--- src/rtl/stack_alu_pipe.sv ---
// stack_alu_pipe: single-issue signed ALU with a fixed, parameterised
// latency between accepting an operation and presenting its result.
// Operands are captured on accept; the result is held until the consumer
// takes it, and a new operation may be accepted on that same edge.
module stack_alu_pipe #(
  parameter int WIDTH    = 16,
  parameter int LATENCY  = 4,
  parameter bit SATURATE = 1'b0
) (
  input  logic             clk,
  input  logic             rst,
  input  logic             enable,
  input  logic             in_valid,
  output logic             in_ready,
  input  logic [WIDTH-1:0] a,
  input  logic [WIDTH-1:0] b,
  input  logic [1:0]       mode,
  output logic             out_valid,
  input  logic             out_ready,
  output logic [WIDTH-1:0] c,
  output logic             ovf
);

  typedef enum logic [1:0] {
    IDLE = 2'd0,
    BUSY = 2'd1,
    DONE = 2'd2
  } state_t;

  state_t           state_q;
  logic [3:0]       cnt_q;
  logic [WIDTH-1:0] a_q;
  logic [WIDTH-1:0] b_q;
  logic [1:0]       mode_q;
  logic [WIDTH-1:0] c_q;
  logic             ovf_q;
  logic             outValid_q;

  logic signed [WIDTH:0] aExt;
  logic signed [WIDTH:0] bExt;
  logic signed [WIDTH:0] sum;
  logic [WIDTH-1:0]      c_d;
  logic                  ovf_d;
  logic                  accept;

  // A new operation can enter when idle, or when the held result is being
  // taken this cycle so the pipeline never inserts a bubble.
  assign in_ready = (state_q == IDLE) || ((state_q == DONE) && out_ready);
  assign accept   = enable && in_valid && in_ready;

  assign aExt = {a_q[WIDTH-1], a_q};
  assign bExt = {b_q[WIDTH-1], b_q};

  // One extra bit of headroom lets overflow be read off the top two bits.
  always_comb begin
    case (mode_q)
      2'b00:   sum = aExt;
      2'b01:   sum = aExt + bExt;
      2'b10:   sum = aExt - bExt;
      default: sum = bExt - aExt;
    endcase
  end

  assign ovf_d = sum[WIDTH] ^ sum[WIDTH-1];

  // The true sign lives in the extra bit, so it picks the clamp direction.
  always_comb begin
    c_d = sum[WIDTH-1:0];
    if (SATURATE && ovf_d) begin
      c_d = sum[WIDTH] ? {1'b1, {(WIDTH-1){1'b0}}} : {1'b0, {(WIDTH-1){1'b1}}};
    end
  end

  // Control FSM plus all registered outputs; enable low freezes everything.
  always_ff @(posedge clk or negedge rst) begin
    if (!rst) begin
      state_q    <= IDLE;
      cnt_q      <= 4'd0;
      a_q        <= '0;
      b_q        <= '0;
      mode_q     <= 2'b00;
      c_q        <= '0;
      ovf_q      <= 1'b0;
      outValid_q <= 1'b0;
    end else if (enable) begin
      if (accept) begin
        a_q        <= a;
        b_q        <= b;
        mode_q     <= mode;
        cnt_q      <= 4'(LATENCY - 1);
        c_q        <= a;
        ovf_q      <= 1'b0;
        outValid_q <= 1'b0;
        state_q    <= BUSY;
      end else begin
        case (state_q)
          BUSY: begin
            if (cnt_q == 4'd0) begin
              c_q        <= c_d;
              ovf_q      <= ovf_d;
              outValid_q <= 1'b1;
              state_q    <= DONE;
            end else begin
              cnt_q <= 4'(cnt_q - 4'd1);
            end
          end
          DONE: begin
            if (out_ready) begin
              outValid_q <= 1'b0;
              state_q    <= IDLE;
            end
          end
          default: state_q <= IDLE;
        endcase
      end
    end
  end

  assign c         = c_q;
  assign ovf       = ovf_q;
  assign out_valid = outValid_q;

endmodule

--- config.mk ---
export PLATFORM = sky130hd
export DESIGN_NAME = stack_alu_pipe
export DESIGN_NICKNAME = d
export VERILOG_FILES = /design/src/rtl/stack_alu_pipe.sv
export SDC_FILE = /design/constraint.sdc
export NUM_CORES = 1
export LEC_CHECK = 0
export ABC_AREA = 1
export BUFFER_PORTS_ARGS = -buffer_cell sky130_fd_sc_hd__buf_2
export CELL_PAD_IN_SITES_DETAIL_PLACEMENT = 2
export CELL_PAD_IN_SITES_GLOBAL_PLACEMENT = 2
export CORE_MARGIN = 2
export CORE_UTILIZATION = 35
export CTS_CLUSTER_SIZE = 25
export DETAILED_ROUTE_END_ITERATION = 10
export GPL_TIMING_DRIVEN = 0
export HOLD_SLACK_MARGIN = 0.03
export PLACE_DENSITY = 0.95
export REMOVE_ABC_BUFFERS = 1
export SLEW_MARGIN = 20
export SYNTH_ARGS = -nofsm -noshare
export SYNTH_HDL_FRONTEND = slang
export SYNTH_SLANG_ARGS = --single-unit
--- constraint.sdc ---
create_clock -name clk -period 6.8 [get_ports clk]
set_clock_uncertainty 0.05 [all_clocks]
set_input_delay 0.68 -clock clk [delete_from_list [all_inputs] [get_ports clk]]
set_output_delay 0.68 -clock clk [all_outputs]
set_load 0.03 [all_outputs]
==> metrics.cfg, run 1 <==
[clocking]
cts_buffers = 9
cts_tree = yes
ctsRootBufferMaster = clkbuf_16
clock_latency_ns = 0.36
cts_buffer_depth = 2
cts_repair_resize_count = 0
cts.sinks = 58
htree_levels = 3
cts_hold_buf = 0
post_cts_buffers = 0
path_clk_slew_ns = 0.06

[sta]
setup_viol = 0
hold_viol_final = 0
fin_crit_sh = 0.630
rsz0062_at_grt = false
setup_tns_ns = 0
slew_viol_final = 0
min_period_ns = 4.28
tightestPinTransition_ns = 1.08
timing.fmax_mhz = 233
hold_slack_ns = 0.364
max_slew_margin = 0.282

[setup_path]
cpMostUsedCell = nand2_1
slowest_delay_ns = 0.71
critPathCaptureType = register
slowest_stage = o31ai_1
r2r_slack_ns = 2.52
worst-path-buf-inv = 2
crit_path_start = b_q[0]
r2r_cells = 19
critPathKind = register to register
crit_fanout = 5
cp.required_ns = 6.97
reg2reg_from = b_q[0]
timing.rr.end = ovf
path_cells = inv_1 -> ha_1 -> nand3_1 -> o31ai_1 -> o21ai_0 -> xor2_1 -> ha_1 -> nand2_1 -> inv_1 -> a21oi_1 -> nand2_1 -> a21oi_1 -> nand3_1 -> nand3_1 -> nand2_1 -> nand2_1 -> nand2_1 -> nand3_1 -> nand2_1
critPathTopFamily = compound AO/OA/AOI/OAI gates
arrival_ns = 4.46
start_kind = register

[drt]
first_pass_iters = 4
vias = 5249
viasPerCell = 5.57
wl_mm = 21.4
postRouteAntennaNets = 0
drt_iter0_drc = 260
drc_errors = 0
wl_per_cell_um = 22.7

[global_routing]
antenna_found_initial = 0
grt_pass1_wl_mm = 34.4
overflow = 0
grt_pass1_vias = 6050
grt_max_degree = 62
grt_use_total = 0.311

[synth]
ys_top_cells_by_area = dfrtp_1 (31%), nand2_1 (18%), ha_1 (10%), inv_1 (8.4%), o21ai_0 (5.5%)
post_synth_num_cell_types = 39
avgSynthCellArea_um2 = 6.74
syn_area_mm2 = 0.00476
synth_most_common_cell = nand2_1
ys.flop_type = dfrtp_1
ys_ff_latch = 58
syn-instance-count = 706
synth_top_cell_by_area = dfrtp_1
ys_top_cells_by_count = nand2_1 (228), inv_1 (107), dfrtp_1 (58)
synth_async_sr_flop_share = 1.00
synth_top_area_frac = 0.305
yosysSeqAreaShare = 0.305
synth_edf_count = 0
yosys_warnings = 0

[status]
status = completed

[placement]
io_buffer_count = 57
finalWeightedCongestion = 0.898
place_hpwl_mm = 14.5

[final_layout]
multiInputGateArea_mm2 = 0.00283
diodes = 0
fill_cells = 1614
area_delta_synth_final_pct = 16.1
drive_gt1_frac = 0.112
layout.nets = 841
ff_latch_area_mm2 = 0.00145

[floorplanning]
start_util = 0.359
coreArea_mm2 = 0.0132
rows = 42
die-width_um = 121
die_area_mm2 = 0.0145
ios = 58
die_y_um = 121

[run]
drv_cap = 0

[min_path]
min_path_type = input port to asynchronous set/reset pin

## state kept, by name, summed over array words and instances, names as in the netlist
name / count
c: 16
cnt_q: 4
a_q: 16
state_q: 2
ovf: 1
out_valid: 1
b_q: 16
mode_q: 2
## worst max-delay path by stage
| stage | to | slack (ns) | cells after the start |
|---|---|---|---|
| floorplan | ovf | 4.03 | 19 |
| global placement | ovf | 3.30 | 19 |
| detailed placement | ovf | 3.05 | 19 |
| CTS | ovf | 2.61 | 19 |
| global route | ovf | 2.41 | 19 |
| finish | ovf | 2.52 | 19 |
## area by class of cell
class / count / area share
clock inverter: 7 / 0.0170
multi-input combinational: 525 / 0.512
tap: 176 / 0.0399
sequential: 58 / 0.263
timing repair buffer: 57 / 0.0521
inverter: 111 / 0.0755
clock buffer: 9 / 0.0408
## metrics by stage
step	cells	util	setup slack [ns]	cell area (um^2)
after floorplan	694	-	4.03	4690
after global placement	927	0.393	3.30	5200
after detailed placement	927	0.393	3.05	5200
after CTS	943	0.417	2.61	5520
after global routing	943	0.417	2.41	5520
final	943	0.417	2.52	5520
## cell families after synthesis
logic type,count (synthesis),share of synthesized area
AO/OA/AOI/OAI,140,0.164
XOR/XNOR,18,0.0331
adder cells (fa/ha/maj),40,0.108
buffers and inverters,123,0.101
flip-flops,58,0.305
AND/OR/NAND/NOR,327,0.288
## worst register-to-register path: stages (launching register included)
cell     delay (ns)
dfrtp_1        0.40
inv_1          0.18
ha_1           0.25
nand3_1        0.21
o31ai_1        0.72
o21ai_0        0.26
xor2_1         0.22
ha_1           0.36
nand2_1        0.15
inv_1          0.06
a21oi_1        0.22
nand2_1        0.09
a21oi_1        0.28
nand3_1        0.16
nand3_1        0.11
nand2_1        0.09
nand2_1        0.12
nand2_1        0.08
nand3_1        0.07
nand2_1        0.09
## layout by cell type, fill, tap and decap left out, types with 3 or more instances in the layout
| master | netlist | final |
|---|---|---|
| nand2_1 | 228 | 228 |
| inv_1 | 107 | 107 |
| dfrtp_1 | 58 | 58 |
| buf_2 | 5 | 56 |
| o21ai_0 | 52 | 52 |
| nand3_1 | 49 | 49 |
| a21oi_1 | 49 | 49 |
| ha_1 | 38 | 38 |
| nor2_1 | 29 | 29 |
| xor2_1 | 11 | 11 |
| o211ai_1 | 11 | 11 |
| o21bai_1 | 9 | 9 |
| clkbuf_16 | 0 | 9 |
| xnor2_1 | 7 | 7 |
| o21ai_1 | 6 | 6 |
| inv_2 | 3 | 3 |
| nand4_1 | 3 | 3 |
| nand2_2 | 3 | 3 |
| nor3_1 | 3 | 3 |
| o22ai_1 | 3 | 3 |
## per-layer routing
metal	track usage	part of all wire	vias up
met5	0	0	-
met4	0.134	0.039	0
met2	0.552	0.51	131
li1	-	-	2395
met1	0.370	0.41	2666
met3	0.0505	0.036	57
Power of run 1 is not shown: default switching activity piles up to over one toggle a cycle in this logic, so the estimate is an artifact.
==> inputs of run 2 (changes only) <==
--- a/config.mk
+++ b/config.mk
@@ -10,12 +10,12 @@
 export CELL_PAD_IN_SITES_DETAIL_PLACEMENT = 2
 export CELL_PAD_IN_SITES_GLOBAL_PLACEMENT = 2
 export CORE_MARGIN = 2
-export CORE_UTILIZATION = 35
+export CORE_UTILIZATION = 30
 export CTS_CLUSTER_SIZE = 25
 export DETAILED_ROUTE_END_ITERATION = 10
 export GPL_TIMING_DRIVEN = 0
 export HOLD_SLACK_MARGIN = 0.03
-export PLACE_DENSITY = 0.95
+export PLACE_DENSITY = 0.88
 export REMOVE_ABC_BUFFERS = 1
 export SLEW_MARGIN = 20
 export SYNTH_ARGS = -nofsm -noshare
==> constraint.sdc (replaced) <==
create_clock -name clk -period 3.6 [get_ports clk]
set_clock_uncertainty 0.05 [all_clocks]
set_input_delay 0.36 -clock clk [delete_from_list [all_inputs] [get_ports clk]]
set_output_delay 0.36 -clock clk [all_outputs]
set_load 0.03 [all_outputs]
==> run 2 against run 1 <==
Fmax is 24% higher. Non-clock buffer count grew 8. Largest cell class unchanged. Register-to-register slack got worse by 2.4 ns. Critical path type unchanged. Final area grew 3.3%. Worst setup slack lost 2.4 ns. Cell count up 5.0%.
==> metrics.cfg, run 2 (same netlist as run 1, synthesis figures left out) <==
[status]
status = completed

[drt]
wl_per_cell_um = 19.7  ; -13%
drc_errors = 0  ; unchanged
first_pass_iters = 4  ; unchanged
drt_iter0_drc = 225  ; -13%
postRouteAntennaNets = 0  ; unchanged
viasPerCell = 5.15  ; -7.4%
wl_mm = 19.5  ; -8.9%
vias = 5103  ; -2.8%

[global_routing]
grt_pass1_vias = 5660  ; -6.4%
grt_max_degree = 62  ; unchanged
grt_pass1_wl_mm = 30.2  ; -12%
antenna_found_initial = 0  ; unchanged
overflow = 0  ; unchanged
grt_use_total = 0.234  ; -0.0776

[floorplanning]
ios = 58  ; unchanged
start_util = 0.303  ; -0.0565
die_y_um = 130  ; +7.7%
rows = 46  ; +9.5%
coreArea_mm2 = 0.0157  ; +19%
die-width_um = 130  ; +7.7%
die_area_mm2 = 0.0169  ; +16%

[sta]
setup_tns_ns = 0  ; unchanged
fin_crit_sh = 0.962  ; +0.332
timing.fmax_mhz = 289  ; +24%
setup_viol = 0  ; unchanged
max_slew_margin = 0.395  ; +0.113
slew_viol_final = 0  ; unchanged
min_period_ns = 3.46  ; -0.820 ns
tightestPinTransition_ns = 0.907  ; -0.168 ns
hold_viol_final = 0  ; unchanged

[clocking]
htree_levels = 3  ; unchanged
path_clk_slew_ns = 0.05  ; about the same
ctsRootBufferMaster = clkbuf_16
cts_buffer_depth = 2  ; unchanged
cts_tree = yes
clock_latency_ns = 0.35  ; about the same
cts.sinks = 58  ; unchanged
cts_buffers = 9  ; unchanged

[placement]
place_hpwl_mm = 13.4  ; -7.1%
io_buffer_count = 57  ; unchanged
finalWeightedCongestion = 0.879  ; -2.2%

[min_path]
holdPathStages = 3
min_path_type = input port to register

[final_layout]
fill_cells = 1879  ; +16%
layout.nets = 849  ; +0.95%
final_cell_mix = nand2_1 (226), inv_1 (102), dfrtp_1 (58), buf_2 (56), o21ai_0 (52)
area_delta_synth_final_pct = 19.9
diodes = 0  ; unchanged
drive_gt1_frac = 0.140  ; +0.0274
final_common_cell = nand2_1

[setup_path]
arrival_ns = 3.65  ; -0.81 ns
critPathKind = register to register
path_cells = inv_2 -> ha_2 -> nand3_4 -> nand2_2 -> o21ai_0 -> xor2_1 -> inv_1 -> ha_1 -> nand2_1 -> inv_1 -> a21oi_1 -> nand2_2 -> nand2_1 -> nand3_1 -> nand2_1 -> nand3_1 -> nand2_1 -> nand3_1 -> nand3_1 -> nand2_1
crit_fanout = 5  ; unchanged
r2r_cells = 20  ; +1
cp.required_ns = 3.79  ; -3.18 ns
cpMostUsedCell = nand2_1
slowest_stage = dfrtp_1
critPathCaptureType = register
slowest_delay_ns = 0.40  ; -0.31 ns
start_kind = register

[run]
drv_cap = 0  ; unchanged

==> run 2: cell types whose count changed in the layout (fill, tap and decap cells not counted), moves of 3 or more <==
cell | before | now
a21oi_1 | 49 | 46
a21oi_2 | 2 | 5
buf_4 | 1 | 7
ha_1 | 38 | 35
inv_1 | 107 | 102
inv_2 | 3 | 6
==> run 2: through the flow <==
| stage | area [um^2] | std cells | utilization | hold WS (ns) | worst slack, ns |
|---|---|---|---|---|---|
| finish | 5700 | 990 | 0.363 | 0.159 | 0.135 |
| global route | 5700 | 990 | 0.363 | 0.176 | -0.0742 |
| detailed placement | 5270 | 968 | 0.335 | 0.249 | -0.00728 |
| floorplan | 4690 | 694 | - | 0.0144 | 0.826 |
| CTS | 5600 | 987 | 0.357 | 0.155 | 0.0432 |
| global placement | 5250 | 967 | 0.334 | 0.405 | 0.0623 |
==> run 2: worst paths after layout <==
check	startpoint	end	slack, ns
setup / recovery	b_q[0]	ovf	0.14
hold / removal	b[12]	b_q[12]	0.16
setup reg to reg	b_q[0]	ovf	0.14
hold reg to reg	out_valid	out_valid	0.44
max in group asynchronous	rst	a_q[13]	2.56
min in group asynchronous	rst	b_q[2]	0.41
==> run 2: cell type report <==
class / instances / area [um^2] / share of cell area
Inverter: 111 / 422 / 0.0739
Timing Repair Buffer: 65 / 363 / 0.0636
Sequential cell: 58 / 1450 / 0.254
Multi-Input combinational cell: 525 / 2910 / 0.510
Tap cell: 216 / 270 / 0.0474
Clock buffer: 12 / 246 / 0.0432
Clock inverter: 3 / 40.0 / 0.00702
==> run 2: metal layers <==
layer	wire length, um	track usage	vias to the layer above
met4	413	0.0708	0
met2	10300	0.427	86
li1	-	-	2420
met3	617	0.0357	33
met5	0	0	-
met1	8200	0.283	2564
==> run 2: timing repair <==
item / CTS / global route
hold buffers: 1 / 0
endpoints found under the setup margin: 3 / 6
setup buffers: 3 / 3
pin swaps: 1 / 4
endpoints found under the hold margin: 23 / 0
gates resized for setup: 3 / 19
==> run 2: worst max-delay path, delay by kind of cell, from the launching register on <==
| kind | cells | cell delay (ns) |
|---|---|---|
| compound gates | 2 | 0.33 |
| xor+xnor | 1 | 0.31 |
| fa+ha+maj | 2 | 0.57 |
| buf+inv | 3 | 0.29 |
| flops | 1 | 0.40 |
| simple gates | 12 | 1.41 |
Power of run 2 is left out for the same reason.
